$ cat src/rtl/truth_table_sweeper.sv
// Truth-table sweeper: walks every input vector of a small combinational unit
// in ascending order, samples its output after a settle time, packs the
// results into a table and compares it against an expected table latched at
// start.
module truth_table_sweeper #(
    parameter int unsigned N_IN   = 2,
    parameter int unsigned SETTLE = 2
) (
    input  logic                     clk,
    input  logic                     rst_n,
    input  logic                     start,
    input  logic                     abort,
    input  logic [(1 << N_IN)-1:0]   expected,
    output logic [N_IN-1:0]          vec_out,
    input  logic                     dut_out,
    output logic                     busy,
    output logic                     done,
    output logic [(1 << N_IN)-1:0]   table_out,
    output logic                     pass,
    output logic [N_IN:0]            err_count,
    output logic [N_IN-1:0]          first_fail
);

    localparam int unsigned V  = 1 << N_IN;
    // Counter needs at least one bit even when SETTLE is 1.
    localparam int unsigned CW = (SETTLE > 1) ? $clog2(SETTLE) : 1;

    localparam logic [CW-1:0]   CntLast = CW'(SETTLE - 1);
    localparam logic [N_IN-1:0] VecLast = N_IN'(V - 1);
    localparam logic [N_IN-1:0] VecOne  = N_IN'(1);
    localparam logic [CW-1:0]   CntOne  = CW'(1);
    localparam logic [N_IN:0]   ErrOne  = (N_IN + 1)'(1);

    typedef enum logic [1:0] {StIdle, StSweep, StDone} state_t;

    state_t        state;
    logic [CW-1:0] cnt;
    logic [V-1:0]  exp_q;
    logic          miss;

    // Mismatch between the unit's output and the latched expectation for the current vector.
    assign miss = dut_out ^ exp_q[vec_out];

    // Status flags decode directly from the registered state.
    assign busy = (state == StSweep);
    assign done = (state == StDone);

    // Sweep controller: state, vector/settle counters and result registers.
    always_ff @(posedge clk or negedge rst_n) begin
        if (!rst_n) begin
            state      <= StIdle;
            cnt        <= '0;
            exp_q      <= '0;
            vec_out    <= '0;
            table_out  <= '0;
            pass       <= 1'b0;
            err_count  <= '0;
            first_fail <= '0;
        end else begin
            unique case (state)
                StIdle: begin
                    vec_out <= '0;
                    // start wins over abort here; abort only matters mid-sweep.
                    if (start) begin
                        state      <= StSweep;
                        exp_q      <= expected;
                        table_out  <= '0;
                        cnt        <= '0;
                        pass       <= 1'b0;
                        err_count  <= '0;
                        first_fail <= '0;
                    end
                end
                StSweep: begin
                    if (abort) begin
                        // Partial capture in table_out is kept for inspection.
                        state   <= StIdle;
                        vec_out <= '0;
                        pass    <= 1'b0;
                    end else if (cnt < CntLast) begin
                        cnt <= cnt + CntOne;
                    end else begin
                        table_out[vec_out] <= dut_out;
                        cnt                <= '0;
                        if (miss) begin
                            err_count <= err_count + ErrOne;
                            if (err_count == '0) begin
                                first_fail <= vec_out;
                            end
                        end
                        if (vec_out == VecLast) begin
                            state <= StDone;
                            // Include the final vector's comparison in the verdict.
                            pass  <= (err_count == '0) && !miss;
                        end else begin
                            vec_out <= vec_out + VecOne;
                        end
                    end
                end
                StDone: begin
                    state   <= StIdle;
                    vec_out <= '0;
                end
                default: begin
                    state   <= StIdle;
                    vec_out <= '0;
                end
            endcase
        end
    end

endmodule

$ cat config.mk
export PLATFORM = sky130hd
export DESIGN_NAME = truth_table_sweeper
export DESIGN_NICKNAME = d
export VERILOG_FILES = /design/src/rtl/truth_table_sweeper.sv
export SDC_FILE = /design/constraint.sdc
export NUM_CORES = 1
export LEC_CHECK = 0
export BUFFER_PORTS_ARGS = -buffer_cell sky130_fd_sc_hd__buf_2
export CAP_MARGIN = 20
export CORE_MARGIN = 1
export CORE_UTILIZATION = 30
export CTS_CLUSTER_DIAMETER = 150
export CTS_CLUSTER_SIZE = 16
export DETAILED_ROUTE_END_ITERATION = 7
export PLACE_DENSITY = 0.57
export REMOVE_ABC_BUFFERS = 1
export SYNTH_ARGS = -nofsm -noshare
export SYNTH_HDL_FRONTEND = slang
export SYNTH_SLANG_ARGS = --single-unit
$ cat constraint.sdc
create_clock -name clk -period 4.99 [get_ports clk]
set_input_delay 0.2495 -clock clk [delete_from_list [all_inputs] [get_ports clk]]
set_output_delay 0.2495 -clock clk [all_outputs]
set_load 0.01 [all_outputs]
==> results of run 1 <==
-- flip-flops by register name (all words and copies together) (netlist names) --
register / count
exp_q: 4
table_out: 4
vec_out: 2
pass: 1
state: 2
first_fail: 2
cnt: 1
err_count: 3
-- logic make-up (layout without fill, tap and decap cells) --
| family | Yosys count | in the layout |
|---|---|---|
| buffers and inverters | 12 | 37 |
| XOR/XNOR | 4 | 4 |
| multiplexers | 5 | 5 |
| AND/OR/NAND/NOR | 29 | 29 |
| adder cells (fa/ha/maj) | 6 | 6 |
| AO/OA/AOI/OAI | 23 | 23 |
| flip-flops | 19 | 19 |
-- power by group --
| group | switching, mW | total (mW) | leakage (nW) | internal, mW |
|---|---|---|---|---|
| clock | 0.0471 | 0.0769 | 0.0177 | 0.0298 |
| combinational | 0.130 | 0.230 | 0.317 | 0.0998 |
| sequential | 0.0354 | 0.233 | 0.251 | 0.198 |
| total | 0.212 | 0.540 | 0.586 | 0.327 |
-- how the worst min path moves through the flow --
stage	start	end	slack, ns	cells after the start
floorplan	rst_n	cnt	-0.05	0
global placement	rst_n	cnt	0.22	1
detailed placement	rst_n	state[0]	0.22	1
CTS	expected[3]	exp_q[3]	0.17	2
global route	expected[1]	exp_q[1]	0.16	2
finish	expected[1]	exp_q[1]	0.18	2
-- cells in the mapped netlist, types with 2 or more instances --
master    number
xor2_1         2
nor2_1         6
inv_1          9
a21oi_1       10
o21ai_0        6
xnor2_1        2
nor2b_1        2
dfrtp_1       19
mux2_2         4
nand3_1        4
ha_1           6
nand2b_1       4
nand3b_1       2
nand2_1        4
a32o_2         2
nand4_1        2
-- layout make-up --
class | instances | area (µm²) | area share
flip-flops and latches | 19 | 475.5 | 0.3992
multi-input cells | 67 | 475.5 | 0.3992
repair buffers | 23 | 120.1 | 0.1008
well taps | 44 | 55.05 | 0.04622
inverters | 10 | 37.54 | 0.03151
clock buffers | 3 | 22.52 | 0.01891
clock inverters | 1 | 5.005 | 0.004202
-- per-layer routing --
metal / vias to the layer above / GRT usage
li1: 394 / -
met4: 0 / 0.01993
met5: - / 0
met2: 17 / 0.2000
met3: 2 / 0.04545
met1: 373 / 0.1836
-- per-stage QoR --
step / util / instances / cell area [µm²]
after floorplan: - / 96 / 988.4
after global placement: 0.3718 / 162 / 1154
after detailed placement: 0.3718 / 162 / 1154
after CTS: 0.3839 / 167 / 1191
after global routing: 0.3839 / 167 / 1191
final: 0.3839 / 167 / 1191
==> impl_results.md, run 1 <==
* Status: finished clean
* DP HPWL at 1485 µm
* CTS clk-pin slew, worst paths at 0.10 ns
* Dpl ws at 2.968 ns
* WP data required at around 5.2 ns
* Top cells by area, synth: dfrtp_1 (48%), ha_1 (7.5%), a21oi_1 (5.0%)
* Fin Clk Skew at 0.001308 ns
* Critical Path Stages at 4
* Core box area at about 3100 µm²
* Pwr Density at 453.0 nW/µm²
* Hold_buf cts at 1
* Fin crit share at 0.4085
* Crit. Startpoint: vec_out[0]
* Worst Setup EP: first_fail[0]
* Cts bufs inserted at 3
* Min Hold Slack at between 0.15 and 0.2 ns
* Reg-to-reg endpoint: first_fail[0]
* Vias in the first global route at 750
* Uppermost layer routed: met4
* CTS tree: built
* Final hold vios at 0
* RSZ-0062 raised after global routing: false
* Leakage at 0.5858 nW
* Row count at 20
* Die Y at roughly 60 µm
* Hold Crit Class: in -> reg
* Synth warn at 0
* Area grow syn2layout at 19.45%
* Final setup margin at 2.952 ns
* Final setup vio count at 0
* Filler Cells Inserted at 341
* Crit path cell chain: mux4_2 -> xnor2_1 -> or3_1 -> a32o_2
* Slew headroom at 0.6471
* Met3 wire len at 90 µm
* Die area at 3559 µm²
* Remaining DRCs at 0
* Final Power at 0.5396 mW
* EDFF count, synth at 0
* Routability cong. at 0.7960
* Buf/Inv on CP at 0
* FF+latch count, synth at 19
* Minimum clock period at between 2 and 2.5 ns
* Crit path max-delay family: multiplexers
* Drt pass-1 iters at 4
* Critical path's largest stage delay at 0.58 ns
* Main flop type after synthesis: dfrtp_1
* Cell Area, Synth at 997.2 µm²
* Largest family of logic cells by synthesized area: simple AND/OR/NAND/NOR gates
* Via density per instance at 4.707
* WL/cell at 11.54 µm
* Critical Path Start Type: register
* Fmax at 490.6 MHz
* Setup total negative slack at 0 ns
* Async set or reset register ratio after synthesis at 1.000
* Critical path's slowest cell: mux4_2
* DRT iter0 DRCs at 23
* Register area share after synthesis at 0.4768
* Commonest non-fill, non-tap cell in the layout: buf_2
* CP endpoint kind: register
* Slew Limit Fails at 0
* CP Max Fanout at 7
* Synth Area in Simple Gates at 0.1543
* Top-Level Pins at 23
* Htree depth at 1
* Worst Tran Pin Value at 0.5293 ns
* Cell count after synthesis at 98
* Layout cells sized above 1 at 0.2764
* DRT Wirelength at 1928 µm
* Cell variety after synth at 30
* Initial antenna violation count at 0
* # diodes at 0
* Crit Path Category: reg -> reg
* Arrival time at the worst endpoint at 2.23 ns
* R2r setup slk at 2.95 ns
* Global-route wire length before repair at 3443 µm
* Die W at approximately 60 µm
* Worst skew pair latency at roughly 0.29 ns
* RR Startpoint: vec_out[0]
* Clock sink total at 19
* Met1 WL at 945 µm
* Post-synthesis adder-cell area fraction at 0.07528
* Post-synth top area cell: dfrtp_1
* Synth Area in XOR/XNOR at 0.03513
* Layout Nets at 139
* Largest net degree at the start of global routing at 20
* Vias at 786
* Grt ovf at 0
* Port Buf Inserts at 22
* Max-cap violations at 0
* Mux share of post-synthesis cell area at 0.06775
* IR drop worst, VDD at 0.0001440 V
* Mapped Avg Cell Area at approximately 10 µm²
* # Post-CTS Setup Buffers at 0
* Cts repair resizes at 0
* R2R depth at 4
* Antenna Violating Nets Remaining at 0
* Commonest non-fill, non-tap cells in the layout: buf_2 (22), dfrtp_1 (19), a21oi_1 (10), inv_1 (9)
* Met2 WL post-DR at 879 µm
* Initial Utilization at 0.3214
* Compound-Gate Fraction of Synth Area at 0.1443
* Yosys top cell area share at 0.4768
* CTS root buffer: clkbuf_4
* GRT Total Usage at 0.1313
* Clock buffer depth at 2
(Power assumes the default switching activity.)
==> run 2, diff against run 1 <==
Settings changed: PLACE_DENSITY 0.57 to 0.58.
Clock period 4.99 ns to 1.8 ns, I/O delays scaled along.
==> impl_results.md, run 2 (synthesis results as in run 1) <==
* GRT busiest layer: met2
* Worst skew pair latency at 0.29 ns (about the same)
* DRT Wirelength at 2190 µm (+14%)
* GR Util met3 at 0.04545 (unchanged)
* Crit Path Category: reg -> reg
* Final setup vio count at 0 (unchanged)
* Antenna Violating Nets Remaining at 0 (unchanged)
* Fmax at 555.9 MHz (+13%)
* P_sw at 0.6382 mW (+200%)
* Vias at 834 (+6.1%)
* Leakage at 0.6300 nW (+7.5%)
* Final hold vios at 0 (unchanged)
* DRT iter0 DRCs at 14 (-39%)
* Int Pwr at 0.9909 mW (+200%)
* Hold Crit Class: in -> reg
* Fin crit share at 0.9994 (+0.5909)
* Pwr Density at 1289 nW/µm² (+180%)
* Row count at 20 (unchanged)
* Setup total negative slack at 0 ns (unchanged)
* GRT Total Usage at 0.1419 (+0.01059)
* Die area at 3559 µm² (unchanged)
* Die Y at 59.66 µm (unchanged)
* DP HPWL at 1702 µm (+15%)
* Switching Share at 0.3917 (-0.001673)
* Arrival time at the worst endpoint at 1.99 ns (-0.24 ns)
* Slew headroom at 0.7145 (+0.06732)
* Share of total power in sequential cells at 0.388 (-0.044)
* Area grow syn2layout at 26.73%
* Initial antenna violation count at 0 (unchanged)
* Layout Nets at 147 (+5.8%)
* Filler Cells Inserted at 335 (-1.8%)
* Clock power share at 0.130 (-0.013)
* Largest net degree at the start of global routing at 20 (unchanged)
* Slew Limit Fails at 0 (unchanged)
* Initial Utilization at 0.3214 (unchanged)
* WP data required at 1.99 ns (-3.19 ns)
* CTS tree: built
* Layout cells sized above 1 at 0.3282 (+0.05182)
* Top-Level Pins at 23 (unchanged)
* CP endpoint kind: register
* CP Max Fanout at 2 (-5)
* Drt pass-1 iters at 4 (unchanged)
* Placed cell areas at 1206 µm² (+4.6%)
* Minimum clock period at 1.799 ns (-0.2395 ns)
* Largest registers: exp_q (4), table_out (4), err_count (3)
* Routability cong. at 0.7947 (-0.16%)
* Layout Utilization at 0.4073 (+0.02339)
* # diodes at 0 (unchanged)
* Max-cap violations at 0 (unchanged)
* Met2 Resource Use GR at 0.2270 (+0.02698)
* Cell count after placement at 169 (+4.3%)
* Design Area, Final at 1264 µm² (+6.1%)
* CTS root buffer: clkbuf_4
* Grt ovf at 0 (unchanged)
* Vias in the first global route at 803 (+7.1%)
* IR drop worst, VDD at 0.0006071 V (+320%)
* CTS clk-pin slew, worst paths at 0.10 ns (about the same)
* Port Buf Inserts at 22 (unchanged)
* Crit path cell chain: mux4_2 -> xnor2_2 -> or3_1 -> a32o_2
* Sequential cell area at 475.5 µm² (unchanged)
* Dpl ws at -0.007478 ns (-2.976 ns)
* Final cell count without fillers at 175 (+4.8%)
* Clock sink total at 19 (unchanged)
* Critical Path Start Type: register
* Multi-input logic area at 489.2 µm² (+2.9%)
* Clock buffer depth at 2 (unchanged)
* RSZ-0062 raised after global routing: true
* Global-route wire length before repair at 3608 µm (+4.8%)
* Core box area at 3103 µm² (unchanged)
* Final setup margin at 0.001126 ns (-2.950 ns)
* Gate power share at 0.482 (+0.056)
* Met1 Resource Use GR at 0.1838 (+0.0002518)
* WL/cell at 12.51 µm (+8.4%)
* Via density per instance at 4.766 (+1.3%)
* Worst Tran Pin Value at 0.4283 ns (-0.1010 ns)
* Status: finished clean
* Critical path's slowest cell: mux4_2
* Htree depth at 1 (unchanged)
* Die W at 59.66 µm (unchanged)
* Commonest non-fill, non-tap cells in the layout: buf_2 (22), dfrtp_1 (19), a21oi_1 (10), inv_1 (9), buf_4 (8)
* Remaining DRCs at 0 (unchanged)
* Fin Clk Skew at 0.0007487 ns (-0.0005596 ns)
* Critical path's largest stage delay at 0.56 ns (-0.02 ns)
* Cts bufs inserted at 3 (unchanged)
* Commonest non-fill, non-tap cell in the layout: buf_2
run 2: changes by cell type in the layout (fill, tap and decap cells not counted), sizes merged:
cell	before	now
buf	22	30
clkbuf	3	4
clkinv	2	1
run 2: path summary, 6_finish.rpt:
path / cells after the start / endpoint / startpoint / slack (ns)
max reg2reg: 4 / first_fail[1] / vec_out[0] / 0.001
max: 4 / first_fail[1] / vec_out[0] / 0.001
max in group asynchronous: 2 / vec_out[0] / rst_n / 1.25
min: 2 / exp_q[2] / expected[2] / 0.02
min reg2reg: 1 / exp_q[2] / exp_q[2] / 0.51
min in group asynchronous: 2 / err_count[2] / rst_n / 0.25
run 2: metrics by stage:
step / hold WS, ns / power, mW
floorplan: -0.2056 / 1.100
global placement: 0.05460 / 1.373
detailed placement: 0.06405 / 1.394
CTS: 0.01225 / 1.626
global route: 0.003914 / 1.759
finish: 0.02034 / 1.629
run 2: power by group through the flow:
| stage | Clock, mW | Sequential (mW) | Combinational [mW] |
|---|---|---|---|
| global route | 0.236 | 0.653 | 0.870 |
| CTS | 0.223 | 0.635 | 0.768 |
| finish | 0.211 | 0.633 | 0.785 |
| detailed placement | 0 | 0.644 | 0.750 |
| floorplan | 0 | 0.662 | 0.438 |
| global placement | 0 | 0.635 | 0.739 |
run 2: layout make-up:
cell class | count | share of cell area
multi-input combinational | 67 | 0.3871
sequential | 19 | 0.3762
timing repair buffer | 31 | 0.1426
tap | 44 | 0.04356
inverter | 10 | 0.02970
clock buffer | 4 | 0.02079
run 2: metal layers:
metal  vias to the layer above  part of all wire
met5                         -                 0
met4                         0            0.0078
met3                         2             0.040
met2                        18              0.50
met1                       405              0.46
li1                        409                 -
run 2: repair_timing:
| action | in CTS | in global routing |
|---|---|---|
| cloned | 0 | 0 |
| pin swaps | 1 | 0 |
| buffers inserted | 0 | 1 |
| gates resized for setup | 1 | 1 |
| endpoints found under the setup margin | 2 | 3 |
| hold buffers | 1 | 0 |
| endpoints found under the hold margin | 19 | 0 |
run 2: worst max-delay path, delay by kind of cell, from the launching register on:
family | cells | cell delay (ns)
DFF | 1 | 0.38
AOI/OAI and AO/OA | 1 | 0.27
and+or+nand+nor | 1 | 0.33
muxes | 1 | 0.56
xor gates and xnor gates | 1 | 0.16
==> run 3, diff against run 2 <==
Settings changed: BUFFER_PORTS_ARGS -buffer_cell sky130_fd_sc_hd__buf_2 to not set, CORE_UTILIZATION 30 to 40, DONT_BUFFER_PORTS set to 1, PLACE_DENSITY 0.58 to 0.63.
==> impl_results.md, run 3 (synthesis results as in run 1) <==
* Status: complete, but fails checks
* Violated checks: negative setup slack
* Arrival time at the worst endpoint at 2.00 ns (about the same)
* Setup total negative slack at -0.01573 ns (-0.01573 ns)
* Routability cong. at 0.7811 (-1.7%)
* Top-Level Pins at 23 (unchanged)
* Commonest non-fill, non-tap cell in the layout: dfrtp_1
* Slew Limit Fails at 0 (unchanged)
* Die area at 2697 µm² (-24%)
* Remaining DRCs at 0 (unchanged)
* Area grow syn2layout at 19.57%
* Critical Path Start Type: register
* Cts bufs inserted at 3 (unchanged)
* Sequential cell area at 475.5 µm² (unchanged)
* Placed cell areas at 1091 µm² (-9.5%)
* CP Max Fanout at 2 (unchanged)
* Fin crit share at 1.006 (+0.006736)
* Initial antenna violation count at 0 (unchanged)
* Final setup margin at -0.01100 ns (-0.01212 ns)
* Grt ovf at 0 (unchanged)
* RR Startpoint: vec_out[0]
* Htree depth at 1 (unchanged)
* Initial Utilization at 0.4382 (+0.1168)
* Hold wc startpoint: start
* DP HPWL at 1585 µm (-6.9%)
* Core box area at 2276 µm² (-27%)
* Fmax at 552.2 MHz (-0.67%)
* Largest registers: exp_q (4), table_out (4), err_count (3)
* Global-route wire length before repair at 3394 µm (-5.9%)
* Final Power at 1.597 mW (-2.0%)
* Crit. Startpoint: vec_out[0]
* Die W at 51.93 µm (-13%)
* IR drop worst, VDD at 0.0008089 V (+33%)
* DRT iter0 DRCs at 19 (+5)
* CTS root buffer: clkbuf_4
* Row count at 17 (-15%)
* Filler Cells Inserted at 196 (-41%)
* Via density per instance at 5.538 (+16%)
* Worst skew pair latency at 0.30 ns (about the same)
* Slew headroom at 0.4274 (-0.2871)
* Pwr Density at 1340 nW/µm² (+3.9%)
* Dpl ws at -0.01130 ns (-0.003820 ns)
* Layout cells sized above 1 at 0.2000 (-0.1282)
* Crit Path Category: reg -> reg
* Worst Tran Pin Value at 0.8561 ns (+0.4278 ns)
* Clock sink total at 19 (unchanged)
* Minimum clock period at 1.811 ns (+0.01212 ns)
* Leakage at 0.5512 nW (-13%)
* # diodes at 0 (unchanged)
* Layout Utilization at 0.5239 (+0.1167)
* Max-cap violations at 0 (unchanged)
* Largest net degree at the start of global routing at 20 (unchanged)
* Fin Clk Skew at 0.004131 ns (+0.003382 ns)
* Final hold vios at 0 (unchanged)
* DRT Wirelength at 2122 µm (-3.1%)
* CTS tree: built
* Drt pass-1 iters at 4 (unchanged)
* Port Buf Inserts at 0 (-100%)
* Multi-input logic area at 489.2 µm² (unchanged)
* Vias at 792 (-5.0%)
* Layout Nets at 131 (-11%)
* RSZ-0062 raised after global routing: true
* Final setup vio count at 2 (+2)
* Vias in the first global route at 755 (-6.0%)
* Hold Crit Class: in -> reg
* CTS clk-pin slew, worst paths at 0.10 ns (about the same)
* Die Y at 51.93 µm (-13%)
* GRT Total Usage at 0.1813 (+0.03938)
* Design Area, Final at 1192 µm² (-5.6%)
* Antenna Violating Nets Remaining at 0 (unchanged)
* Commonest non-fill, non-tap cells in the layout: dfrtp_1 (19), a21oi_1 (10), inv_1 (9), buf_4 (9)
* WL/cell at 14.84 µm (+19%)
* Clock buffer depth at 2 (unchanged)
* WP data required at 1.99 ns (about the same)
* CP endpoint kind: register
## run 3: changes by cell type in the layout (fill, tap and decap cells not counted), sizes merged
cell,delta
dlygate4sd3,+5
clkinv,+1
clkbuf,-1
buf,-21
## run 3: layer usage
metal / track usage / vias to the layer above / share of wire
met3: 0.06725 / 2 / 0.054
met2: 0.3013 / 21 / 0.52
met4: 0.06757 / 0 / 0.0061
li1: - / 374 / -
met1: 0.2104 / 395 / 0.42
met5: 0 / - / 0
## run 3: path summary, 6_finish.rpt
| path | to | slack [ns] | depth (start not counted) |
|---|---|---|---|
| worst max-delay path | first_fail[0] | -0.01 | 4 |
| worst min-delay path | pass | 0.09 | 3 |
| worst max register to register | first_fail[0] | -0.01 | 4 |
| worst min register to register | exp_q[2] | 0.52 | 1 |
| max in group asynchronous | vec_out[1] | 0.94 | 1 |
| min in group asynchronous | table_out[3] | 0.34 | 1 |
## run 3: critical path, cell delays in order, from the launching register on
cell and delay, ns:
dfrtp_1 0.39, mux4_2 0.56, xnor2_2 0.17, or3_1 0.32, a32o_2 0.27
## run 3: area by class of cell
type                       count  area share
multi-input combinational     67      0.4103
timing repair buffer          15      0.1070
clock inverter                 1    0.004197
sequential                    19      0.3987
tap                           28     0.02938
clock buffer                   3     0.01889
inverter                      10     0.03148
## run 3: report_power, final
group          switching, mW  leakage (nW)  internal, mW
clock                  0.130        0.0177        0.0828
combinational          0.383         0.283         0.334
sequential             0.119         0.251         0.548
total                  0.632         0.551         0.965
## run 3: timing repair
action / CTS / global route
hold buffers: 6 / 0
endpoints found under the setup margin: 2 / 3
setup buffers: 0 / 0
hold endpoints to repair: 27 / 0
gates resized for setup: 1 / 1
pin swaps: 2 / 0
## run 3: stage by stage
step | instances | hold slack [ns]
after floorplan | 96 | -0.2056
after global placement | 133 | -0.2050
after detailed placement | 133 | -0.2050
after CTS | 143 | 0.08375
after global routing | 143 | 0.09740
final | 143 | 0.09378
